File: config.mk
export PLATFORM = sky130hd
export DESIGN_NAME = pwm_param_loader
export DESIGN_NICKNAME = d
export VERILOG_FILES = /design/src/rtl/pwm_param_loader_pkg.sv /design/src/rtl/pwm_param_loader.sv
export SDC_FILE = /design/constraint.sdc
export NUM_CORES = 1
export LEC_CHECK = 0
export CORE_MARGIN = 8
export CORE_UTILIZATION = 30
export DETAILED_ROUTE_END_ITERATION = 10
export PLACE_DENSITY = 0.6
export SETUP_SLACK_MARGIN = 0.2
export SLEW_MARGIN = 20
export SYNTH_ARGS = -nofsm -noshare
export SYNTH_HDL_FRONTEND = slang
export SYNTH_SLANG_ARGS = --single-unit
export TNS_END_PERCENT = 100
File: constraint.sdc
create_clock -name xclk -period 5.9 [get_ports xclk]
set_clock_uncertainty 0.15 [all_clocks]
set_input_delay 1.18 -clock xclk [delete_from_list [all_inputs] [get_ports xclk]]
set_output_delay 1.18 -clock xclk [all_outputs]
set_load 0.02 [all_outputs]
File: src/rtl/pwm_param_loader_pkg.sv
// Shared constants for the PWM parameter loader: register map,
// CTRL/STATUS bit positions and the load sequencer state encoding.
package pwm_param_loader_pkg;

    // Register map (3-bit address space)
    localparam logic [2:0] ADDR_FREQ_LO = 3'd0;
    localparam logic [2:0] ADDR_FREQ_HI = 3'd1;
    localparam logic [2:0] ADDR_DUTY_LO = 3'd2;
    localparam logic [2:0] ADDR_DUTY_HI = 3'd3;
    localparam logic [2:0] ADDR_CTRL    = 3'd4;
    localparam logic [2:0] ADDR_STATUS  = 3'd5;

    // CTRL bits: enable is stored, commit and clear-error are one-shot
    localparam int CTRL_ENABLE_BIT  = 0;
    localparam int CTRL_COMMIT_BIT  = 1;
    localparam int CTRL_CLR_ERR_BIT = 2;

    // STATUS bits
    localparam int STAT_BUSY_BIT   = 0;
    localparam int STAT_ERR_BIT    = 1;
    localparam int STAT_ENABLE_BIT = 2;

    // Load sequencer states
    typedef enum logic [1:0] {
        ST_IDLE    = 2'd0,
        ST_HOLD    = 2'd1,
        ST_LOAD    = 2'd2,
        ST_RELEASE = 2'd3
    } ld_state_t;

endpackage

File: src/rtl/pwm_param_loader.sv
// DSP-facing register block that stages PWM period/duty in shadow
// registers and transfers them to the generator under a pwm_reset hold.
module pwm_param_loader
    import pwm_param_loader_pkg::*;
#(
    parameter int HOLD_CYCLES = 4
) (
    input  logic        xclk,
    input  logic        reset,
    input  logic        wr_strobe,
    input  logic        rd_strobe,
    input  logic [2:0]  addr,
    input  logic [15:0] wr_data,
    output logic [15:0] rd_data,
    output logic [31:0] stored_pwm_freq,
    output logic [31:0] stored_pwm_dty_cycl,
    output logic        pwm_reset,
    output logic        busy
);

    // HOLD lasts HOLD_CYCLES-1 cycles; LOAD adds the last low cycle.
    localparam logic [7:0] HOLD_INIT = 8'(HOLD_CYCLES - 2);

    ld_state_t   state;
    ld_state_t   state_nxt;
    logic [7:0]  hold_cnt;
    logic [15:0] freq_lo;
    logic [15:0] freq_hi;
    logic [15:0] duty_lo;
    logic [15:0] duty_hi;
    logic [31:0] shadow_freq;
    logic [31:0] shadow_duty;
    logic        enable;
    logic        cfg_err;
    logic        ctrl_wr;
    logic        commit_req;
    logic        cfg_valid;
    logic        commit_reject;
    logic [15:0] status_word;
    logic [15:0] rd_mux;

    assign shadow_freq = {freq_hi, freq_lo};
    assign shadow_duty = {duty_hi, duty_lo};
    assign ctrl_wr     = wr_strobe && (addr == ADDR_CTRL);
    assign commit_req  = ctrl_wr && wr_data[CTRL_COMMIT_BIT];
    assign cfg_valid   = (shadow_freq != 32'd0) && (shadow_duty <= shadow_freq);

    // Sequencer state register
    always_ff @(posedge xclk) begin
        if (reset) state <= ST_IDLE;
        else       state <= state_nxt;
    end

    // Next-state decode and generator-facing outputs
    always_comb begin
        state_nxt     = state;
        commit_reject = 1'b0;
        busy          = 1'b1;
        pwm_reset     = 1'b0;
        case (state)
            ST_IDLE: begin
                busy      = 1'b0;
                pwm_reset = enable;
                if (commit_req) begin
                    if (cfg_valid) state_nxt     = ST_HOLD;
                    else           commit_reject = 1'b1;
                end
            end
            ST_HOLD: begin
                if (hold_cnt == 8'd0) state_nxt = ST_LOAD;
            end
            ST_LOAD: begin
                state_nxt = ST_RELEASE;
            end
            ST_RELEASE: begin
                pwm_reset = enable;
                state_nxt = ST_IDLE;
            end
            default: begin
                state_nxt = ST_IDLE;
            end
        endcase
    end

    // Hold timer: preloaded outside HOLD, counts down to zero inside it
    always_ff @(posedge xclk) begin
        if (reset || state != ST_HOLD) hold_cnt <= HOLD_INIT;
        else if (hold_cnt != 8'd0)     hold_cnt <= hold_cnt - 8'd1;
    end

    // Shadow registers accept DSP writes in every state
    always_ff @(posedge xclk) begin
        if (reset) begin
            freq_lo <= '0;
            freq_hi <= '0;
            duty_lo <= '0;
            duty_hi <= '0;
        end else if (wr_strobe) begin
            case (addr)
                ADDR_FREQ_LO: freq_lo <= wr_data;
                ADDR_FREQ_HI: freq_hi <= wr_data;
                ADDR_DUTY_LO: duty_lo <= wr_data;
                ADDR_DUTY_HI: duty_hi <= wr_data;
                default: ;
            endcase
        end
    end

    // Enable and sticky error; a failing commit wins over a same-write clear
    always_ff @(posedge xclk) begin
        if (reset) begin
            enable  <= 1'b0;
            cfg_err <= 1'b0;
        end else begin
            if (ctrl_wr) enable <= wr_data[CTRL_ENABLE_BIT];
            if (commit_reject)                            cfg_err <= 1'b1;
            else if (ctrl_wr && wr_data[CTRL_CLR_ERR_BIT]) cfg_err <= 1'b0;
        end
    end

    // Active parameters change only on the LOAD cycle, from pre-write shadow
    always_ff @(posedge xclk) begin
        if (reset) begin
            stored_pwm_freq     <= '0;
            stored_pwm_dty_cycl <= '0;
        end else if (state == ST_LOAD) begin
            stored_pwm_freq     <= shadow_freq;
            stored_pwm_dty_cycl <= shadow_duty;
        end
    end

    // Read-back source selection
    always_comb begin
        status_word                  = '0;
        status_word[STAT_BUSY_BIT]   = busy;
        status_word[STAT_ERR_BIT]    = cfg_err;
        status_word[STAT_ENABLE_BIT] = enable;
        case (addr)
            ADDR_FREQ_LO: rd_mux = freq_lo;
            ADDR_FREQ_HI: rd_mux = freq_hi;
            ADDR_DUTY_LO: rd_mux = duty_lo;
            ADDR_DUTY_HI: rd_mux = duty_hi;
            ADDR_STATUS:  rd_mux = status_word;
            default:      rd_mux = 16'h0000;
        endcase
    end

    // Read data register, held between reads
    always_ff @(posedge xclk) begin
        if (reset)          rd_data <= '0;
        else if (rd_strobe) rd_data <= rd_mux;
    end

endmodule

# Yosys cells after proc, flatten, opt, wreduce, memory -nomap -nowiden
# Cells that the tools add are included.
# word_totals
ff_bits	156
out_inout_bits	82
# op_classes
add_sub_neg	1
n_lt_le_gt_ge	1
eq_ne	12
mux	12
reduce_logical	17
# op_table
operator	n
16-bit one-hot mux with 5 select lines	1
32-bit less-or-equal comparator	1
32-bit nonzero test	1
8-bit logical NOT	1
2-bit one-hot mux with 4 select lines	1
2-bit AND reduction	4
8-bit nonzero test	1
8-bit by 1-bit subtractor with 8-bit output, second input constant	1
1-bit 2-to-1 mux	7
3-bit by 2-bit equality test with 1-bit output, second input constant	2
3-bit equality test, second input constant	2
2-bit 2-to-1 mux	3
2-bit inequality test, second input constant	3
2-bit equality test, second input constant	2
1-bit logical AND	4
3-bit by 1-bit equality test with 1-bit output, second input constant	1
3-bit logical NOT	1
3-bit AND reduction	1
2-bit by 1-bit equality test with 1-bit output, second input constant	1
2-bit logical NOT	1
2-bit by 1-bit inequality test with 1-bit output, second input constant	1
2-bit nonzero test	1
2-bit OR reduction	1
1-bit logical OR	1

# Logic depth before layout (Yosys ltp)
# Gate-level depths: netlist of run 1.
# logic_depth
depth_word	6
ltp_mapped	8

# Worst setup path after synthesis of run 1
# No wires, ideal clock.
# synth_path
kind	input -> register
start	in addr[0]
end	reg state[1]
t_arrival_ns	2.486
required_ns	5.633
setup_slack_ns	3.147
path_stages	7
path_cell_list	buf_2 and4bb_2 nand2_2 a22oi_2 nand2_1 or3_1 a32o_1
# synth_between
elab_chain_cells	5
# synth_rtl
item	line	text
start: declaration	pwm_param_loader.sv:12	input logic [2:0] addr,
3-bit equality test	pwm_param_loader.sv:44	assign ctrl_wr = wr_strobe && (addr == ADDR_CTRL);
1-bit logical AND	pwm_param_loader.sv:44	
1-bit logical AND	pwm_param_loader.sv:45	assign commit_req = ctrl_wr && wr_data[CTRL_COMMIT_BIT];
2-bit inequality test (no line)	n/a	
3-bit AND reduction (no line)	n/a	
end signal: assignment	pwm_param_loader.sv:51	else state <= state_nxt;
end: declaration	pwm_param_loader.sv:24	ld_state_t state;
# No other way between the ends.
# A chain may end at the register's enable or synchronous reset.

# Worst setup path in the final report of run 1
# Ends and elaborated chain as after synthesis.

==> metrics, run 1 <==
status=complete, no violations; met3 usage=4.45%; switching power=584 µW; initial antenna violation count=0; std cell rows=56; vias in the first global route=5537; top-area cell type share of the netlist area=44.7%; routed len/inst=17.0 µm; Comb power frac=7.4%; Post-synth EDFFs=0; most common cell in the netlist=dfxtp_1; CP cell instances=clkdlybuf4s50_1, and4bb_2, nand2_2, a22oi_2, nand2_1, or3_1, a32o_1; Post-CTS Setup Inserts=0; Max Freq=0.289 GHz; sequential power share=46.1%; DRC Markers=0; Min Clock Period, post-route=3470 ps; clock slew at reported path FFs=60 ps; final core occ=38.3%; post-route ant nets=0; DP Worst Slack=2010 ps; setup TNS=0 ps; delay-heaviest family, CP=simple AND/OR/NAND/NOR gates; Synth Instances=800; Via Count=5783; Pwr Density=265 mW/mm²; CTS Buffer Depth=2; Vias/cell=4.76; worst slew pin tran=1060 ps; total track usage=14.8%; Clock Power Share=46.6%; Placed Cells=1183; port bufs=104; clk_lat worst skew=430 ps; syn nets=860; library cells used by synthesis=45; r2r setup slk=3130 ps; Final Max Slew Viols=0; met1 usage=19.9%; max capacitance violation total=0; DRT Wirelength=20600 µm; ys flop type=dfxtp_1; ys async rst share=0%; Post-CTS Hold Buffers=0; DIE WIDTH=169 µm; initial DRC count=466; top post-synthesis cells by count=dfxtp_1, nand2_1, nor2_1; Setup CP Type=in2reg; Layout Cells excl Fill=1215; gr busiest metal=met2; unrepaired setup endpoints after global routing=false; synthesis-to-finish area growth=27.0%; largest net degree at the start of global routing=98; period utilization=58.7%; GR Overflow Total=0; ranking of synthesized cells by area=dfxtp_1, mux2i_1, nand2_1, ha_1, a21oi_1; Root Driver=clkbuf_16; first-pass GRT wire length=32700 µm; Worst Slack Setup Final=2430 ps; Die H=169 µm; Avg Inst Size Synth=8.74 µm²; diode count=0; initial core utilization=30.2%; Sw Share=24.8%; First-pass DRT Iterations=5; Placed Area=0.00830 mm²; # setup viols final=0; Pleak=0.00305 µW; Seq cells post-synth=156; WP data arrival=3640 ps; worst vdd ir=0.184 mV; CTS tree=built; Final Hold Fails=0; gp weighted congestion=0.815; min-delay worst type=reg2reg; final instance area=0.00889 mm²; Inserted Clock Buffers=17; CP max FO=28; I/O pin cnt=105; CP required=6070 ps; startpoint types=input pin; slowest cell delay on critical path=960 ps; CTS Sinks=156; H-tree lvl count=4; Worst setup EP type=flop; worst relative slew slack=29.1%; met2 Track Usage GR=22.5%; post-CTS sizing=0; share of layout cells above drive strength 1=6.47%; dpl hpwl=14900 µm; Internal=1770 µW; post-synth top area cell=dfxtp_1; Final #Nets=943; Core Area=0.0232 mm²; CP max stage cell=clkdlybuf4s50_1; YS warnings=0; Seq/Total Area, Yosys=44.7%; worst path bufs/invs=1; Die ar.=0.0285 mm²; Post-Syn Area=0.00699 mm²
-- metal layers --
metal | part of all wire (%) | wire [µm]
met5 | 0 | 0
met4 | 1.1 | 234
met3 | 7.4 | 1530
met2 | 45 | 9210
met1 | 47 | 9630
-- flip-flops by register name (all words and copies together) (netlist names), 2 cells and up --
name and count:
stored_pwm_freq 32, rd_data 16, stored_pwm_dty_cycl 32, freq_hi 16, duty_hi 16, hold_cnt 8, duty_lo 16, state 2
freq_lo 16
-- power by group through the flow --
stage,Sequential [µW],Clock (µW),Combinational [µW]
floorplan,1100,0,111
global placement,1110,0,172
detailed placement,1110,0,174
CTS,1080,1120,174
global route,1080,1160,193
finish,1080,1100,174
-- cell type report --
cell class,count,area [µm²]
clock inverters,13,144
clock buffers,19,443
multi-input cells,560,3550
inverters,39,146
repair buffers,109,1080
flip-flops and latches,156,3120
fillers,2312,14300
well taps,319,399
-- layout by cell type, fill, tap and decap left out, types with 5 or more instances in the layout --
| cell | Yosys | final |
|---|---|---|
| nor4_1 | 11 | 11 |
| a21oi_1 | 92 | 92 |
| nand4_1 | 8 | 8 |
| mux2i_1 | 69 | 69 |
| nand2_1 | 152 | 152 |
| o21ai_0 | 8 | 8 |
| ha_1 | 37 | 36 |
| clkdlybuf4s50_1 | 0 | 103 |
| inv_1 | 39 | 39 |
| buf_4 | 1 | 6 |
| mux4_2 | 13 | 13 |
| nor2b_1 | 20 | 19 |
| nand3_1 | 5 | 5 |
| dfxtp_1 | 156 | 156 |
| clkbuf_16 | 0 | 17 |
| nor2_1 | 94 | 94 |
| nor3_1 | 7 | 7 |
-- cells by family after synthesis --
group	count (synthesis)	share of synthesized area, %
compound gates	121	9.68
xor+xnor	7	0.877
fa+ha+maj	37	6.62
buf+inv	84	4.74
flops	156	44.7
mux	82	14.1
simple gates	313	19.4
-- tightest hold or removal path, stage by stage (launching register included) --
cell and delay, ps:
dfxtp_1 310, nand3_1 60, o31ai_1 60
-- per-stage QoR --
step                hold slack (ps)  total power, µW
floorplan                       296             1210
global placement                315             1280
detailed placement              320             1280
CTS                             329             2380
global route                    368             2440
finish                          326             2350
-- path summary, 6_finish.rpt --
kind         cells past startpoint  endpoint       start
max reg2reg                      8  state[1]  freq_lo[1]
min reg2reg                      2   cfg_err     cfg_err
max                              7  state[1]     addr[0]
min                              2   cfg_err     cfg_err
No activity file was read; power rests on OpenSTA's default activity.
==> run 2, diff against run 1 <==
- PLACE_DENSITY: 0.6 -> 0.62
- clock period: 5.9 -> 3.1 ns (I/O delays scaled with it)
==> metrics, run 2 (synthesis gave the netlist of run 1 again) <==
First-pass DRT Iterations=6 (+1); Max Freq=0.366 GHz; DRT Wirelength=21200 µm (+2.8%); startpoint types=flop; slowest cell delay on critical path=620 ps (-340 ps); worst path bufs/invs=2 (+1); Setup CP Type=reg2out; post-route ant nets=0 (unchanged); most frequent cells in the layout=dfxtp_1, nand2_1, clkdlybuf4s50_1; Post-CTS Hold Buffers=0 (unchanged); max capacitance violation total=0 (unchanged); initial DRC count=451 (-3.2%); DRC Markers=0 (unchanged); Vias/cell=4.79 (+0.62%); initial core utilization=30.2% (unchanged); largest net degree at the start of global routing=95 (-3.1%); dpl hpwl=15500 µm (+4.4%); post-CTS sizing=0 (unchanged); share of layout cells above drive strength 1=8.21% (+1.7 points); Pleak=0.00312 µW (+2.4%); Root Driver=clkbuf_16; CTS Sinks=156 (unchanged); I/O pin cnt=105 (unchanged); worst relative slew slack=28.8% (-0.26 points); std cell rows=56 (unchanged); delay-heaviest family, CP=buffers and inverters; Pwr Density=483 mW/mm² (+82%); Fillers=2287 (-1.1%); gp weighted congestion=0.858 (+5.4%); setup TNS=0 ps (unchanged); worst slew pin tran=1070 ps (+5.07 ps); Core Area=0.0232 mm² (unchanged); Die ar.=0.0285 mm² (unchanged); Worst setup EP type=output pin; vias in the first global route=5542 (+0.090%); unrepaired setup endpoints after global routing=false; GR Overflow Total=0 (unchanged); Min Clock Period, post-route=2740 ps; power consumption=4340 µW (+85%); # setup viols final=0 (unchanged); clock slew at reported path FFs=60 ps (about the same); period utilization=88.2%; Final Max Slew Viols=0 (unchanged); Largest regs=stored_pwm_dty_cycl (32), stored_pwm_freq (32); CP max FO=3 (-89%); Inserted Clock Buffers=17 (unchanged); Die H=169 µm (unchanged); total track usage=14.8% (about the same); CP cell instances=inv_1, ha_1, nor2b_1, clkdlybuf4s50_1; Final #Nets=960 (+1.8%); CTS Buffer Depth=2 (unchanged); CP max stage cell=clkdlybuf4s50_1; commonest non-fill, non-tap cell in the layout=dfxtp_1; first-pass GRT wire length=32600 µm (-0.36%); routed len/inst=17.2 µm (+1.4%); DIE WIDTH=169 µm (unchanged); clk_lat worst skew=430 ps (about the same); diode count=0 (unchanged); Via Count=5900 (+2.0%); Final Hold Fails=0 (unchanged); worst vdd ir=0.355 mV (+93%); initial antenna violation count=0 (unchanged); WP data arrival=1970 ps (-1670 ps); CTS tree=built; min-delay worst type=in2reg; Post-CTS Setup Inserts=0 (unchanged); H-tree lvl count=4 (unchanged); port bufs=104 (unchanged); CP required=2330 ps (-3740 ps); status=complete, no violations; synthesis-to-finish area growth=28.7%
[run 2: per-stage QoR]
stage	cells	utilization [%]	hold WS [ps]	cell area [µm²]	setup WS [ps]
3_5_place_dp	1200	36.4	320	8450	418
2_1_floorplan	800	-	296	6990	835
6_report	1232	38.8	303	9000	365
4_1_cts	1232	38.8	284	9000	340
3_3_place_gp	1200	36.4	324	8450	427
5_1_grt	1232	38.8	304	9000	263
[run 2: report_power, final]
group | switching [µW] | internal (µW)
clock network | 880 | 1060
logic | 212 | 137
registers | 29.1 | 2030
[run 2: path summary, 6_finish.rpt]
path | cells after the start | slack, ps | end | from
worst min register to register | 2 | 330 | cfg_err | cfg_err
worst min-delay path | 2 | 300 | stored_pwm_freq[18] | reset
worst max register to register | 8 | 470 | state[1] | freq_lo[10]
worst max-delay path | 4 | 360 | pwm_reset | state[1]
[run 2: cell type report]
| cell class | instances | area [µm²] | share of cell area, % |
|---|---|---|---|
| multi-input cells | 560 | 3550 | 39.5 |
| flip-flops and latches | 156 | 3120 | 34.7 |
| repair buffers | 126 | 1230 | 13.7 |
| clock buffers | 18 | 439 | 4.88 |
| well taps | 319 | 399 | 4.44 |
| inverters | 39 | 146 | 1.63 |
| clock inverters | 14 | 110 | 1.22 |
[run 2: per-layer routing]
metal | track usage, % | vias up | share of wire, %
li1 | - | 2911 | -
met1 | 18.9 | 2764 | 44
met2 | 22.7 | 198 | 45
met3 | 5.38 | 27 | 9.4
met4 | 5.16 | 0 | 1.9
met5 | 0 | - | 0
[run 2: worst register-to-register path, stage by stage, from the launching register on]
cell and delay (ps):
dfxtp_1 430, inv_1 70, ha_1 300, nand4_1 190
nor4_1 520, o2111ai_1 250, a21boi_0 310, nor3_1 90
a32o_1 210
==> run 3, diff against run 2 <==
- CORE_MARGIN: 8 -> 5
==> metrics, run 3 (synthesis gave the netlist of run 1 again) <==
status=complete, no violations; Final Max Slew Viols=0 (unchanged); clock slew at reported path FFs=60 ps (about the same); Pleak=0.00317 µW (+1.7%); CP max FO=3 (unchanged); WP data arrival=1980 ps (about the same); startpoint types=flop; Core Area=0.0228 mm² (-1.8%); CP max stage cell=clkdlybuf4s50_1; routed len/inst=17.5 µm (+1.5%); hold path startpoint=stored_pwm_freq[1]; H-tree lvl count=4 (unchanged); Final #Nets=959 (-0.10%); Worst setup EP type=output pin; Via Count=5998 (+1.7%); worst relative slew slack=31.6% (+2.8 points); reg2reg end=state[1]; Inserted Clock Buffers=17 (unchanged); total track usage=16.3% (+1.5 points); max capacitance violation total=0 (unchanged); gp weighted congestion=0.861 (+0.24%); most frequent cells in the layout=dfxtp_1, nand2_1, clkdlybuf4s50_1; Reg2Reg Launch Point=freq_hi[14]; port bufs=104 (unchanged); CP required=2330 ps (about the same); Vias/cell=4.91 (+2.5%); CTS Sinks=156 (unchanged); # setup viols final=0 (unchanged); Pwr Density=518 mW/mm² (+7.4%); worst slew pin tran=1020 ps (-42.4 ps); Worst Slack Setup Final=352 ps (-12.3 ps); r2r setup slk=510 ps (+40 ps); CTS tree=built; min-delay worst type=reg2reg; Final Hold Fails=0 (unchanged); initial DRC count=617 (+37%); DIE WIDTH=163 µm (-3.6%); hold endpoint=stored_pwm_freq[1]; Min Clock Period, post-route=2750 ps (+12.3 ps); std cell rows=55 (-1.8%); Die ar.=0.0265 mm² (-7.0%); DRC Markers=0 (unchanged); Worst Reg-to-Reg Cells=8 (unchanged); commonest non-fill, non-tap cell in the layout=dfxtp_1; largest net degree at the start of global routing=64 (-33%); post-CTS sizing=0 (unchanged); slowest cell delay on critical path=620 ps (about the same); Root Driver=clkbuf_16; synthesis-to-finish area growth=29.8%; Post-CTS Setup Inserts=0 (unchanged); Min-Delay Path Depth=2 (unchanged); unrepaired setup endpoints after global routing=false; CP cell instances=inv_1, ha_1, nor2b_1, clkdlybuf4s50_1; Post-CTS Hold Buffers=0 (unchanged); DRT Wirelength=21300 µm (+0.68%); Die H=163 µm (-3.6%); share of layout cells above drive strength 1=7.81% (-0.40 points); Max Freq=0.364 GHz (-0.45%); First-pass DRT Iterations=5 (-1); CTS Buffer Depth=2 (unchanged); setup TNS=0 ps (unchanged); clk_lat worst skew=430 ps (about the same); I/O pin cnt=105 (unchanged); GR Overflow Total=0 (unchanged); diode count=0 (unchanged); Largest regs=stored_pwm_dty_cycl (32), stored_pwm_freq (32); period utilization=88.6% (+0.40 points); first-pass GRT wire length=33400 µm (+2.5%); post-route ant nets=0 (unchanged); vias in the first global route=5813 (+4.9%); DP Worst Slack=386 ps (-32.3 ps); worst vdd ir=0.369 mV (+4.0%); initial core utilization=30.7% (+0.55 points); Setup CP Type=reg2out; dpl hpwl=15400 µm (-0.67%); initial antenna violation count=0 (unchanged)
## run 3: changes by cell type in the layout (fill, tap and decap cells not counted), sizes merged
cell      before  now
buf           23   22
bufinv         0    5
clkbuf        18   19
clkinv         3    2
clkinvlp       6    1
inv           44   41
## run 3: final cells by class
type | instances | area [µm²]
clock buffer | 19 | 453
clock inverter | 10 | 189
fill | 2258 | 13700
inverter | 39 | 146
multi-input combinational | 560 | 3550
sequential | 156 | 3120
tap | 313 | 392
timing repair buffer | 125 | 1220
## run 3: power by group
part / internal, µW / switching [µW]
combinational: 137 / 211
clock: 1460 / 833
sequential: 2030 / 29.8
total: 3630 / 1070
## run 3: critical path: cells and delay by family, from the launching register on
family                   cells  cell delay, ps
buffers and inverters        2             720
flip-flops                   1             390
adder cells (fa/ha/maj)      1             290
AND/OR/NAND/NOR              1             140
## run 3: metal layers
layer  track usage, %  part of all wire (%)  wire [µm]  up-vias
met1             22.5                    46       9810     2857
li1                 -                     -          -     2903
met3             4.40                   7.9       1680       28
met4             4.99                   1.5        316        0
met5                0                     0          0        -
met2             24.9                    45       9540      210
## run 3: metrics by stage
step / utilization [%] / hold WS, ps / instances / cell area (µm²) / power (µW)
floorplan: - / 296 / 800 / 6990 / 2310
global placement: 37.0 / 324 / 1193 / 8430 / 2450
CTS: 39.8 / 344 / 1222 / 9080 / 4740
global route: 39.8 / 363 / 1222 / 9080 / 4860
detailed placement: 37.0 / 331 / 1193 / 8430 / 2450
finish: 39.8 / 341 / 1222 / 9080 / 4700
## run 3: worst max path at each step
stage | startpoint | slack (ps) | endpoint | cells after the start
finish | state[1] | 350 | pwm_reset | 4
global route | state[1] | 270 | pwm_reset | 4
CTS | state[1] | 310 | pwm_reset | 4
detailed placement | addr[1] | 390 | duty_lo[12] | 5
global placement | addr[1] | 390 | duty_lo[13] | 5
floorplan | freq_lo[1] | 840 | state[1] | 8
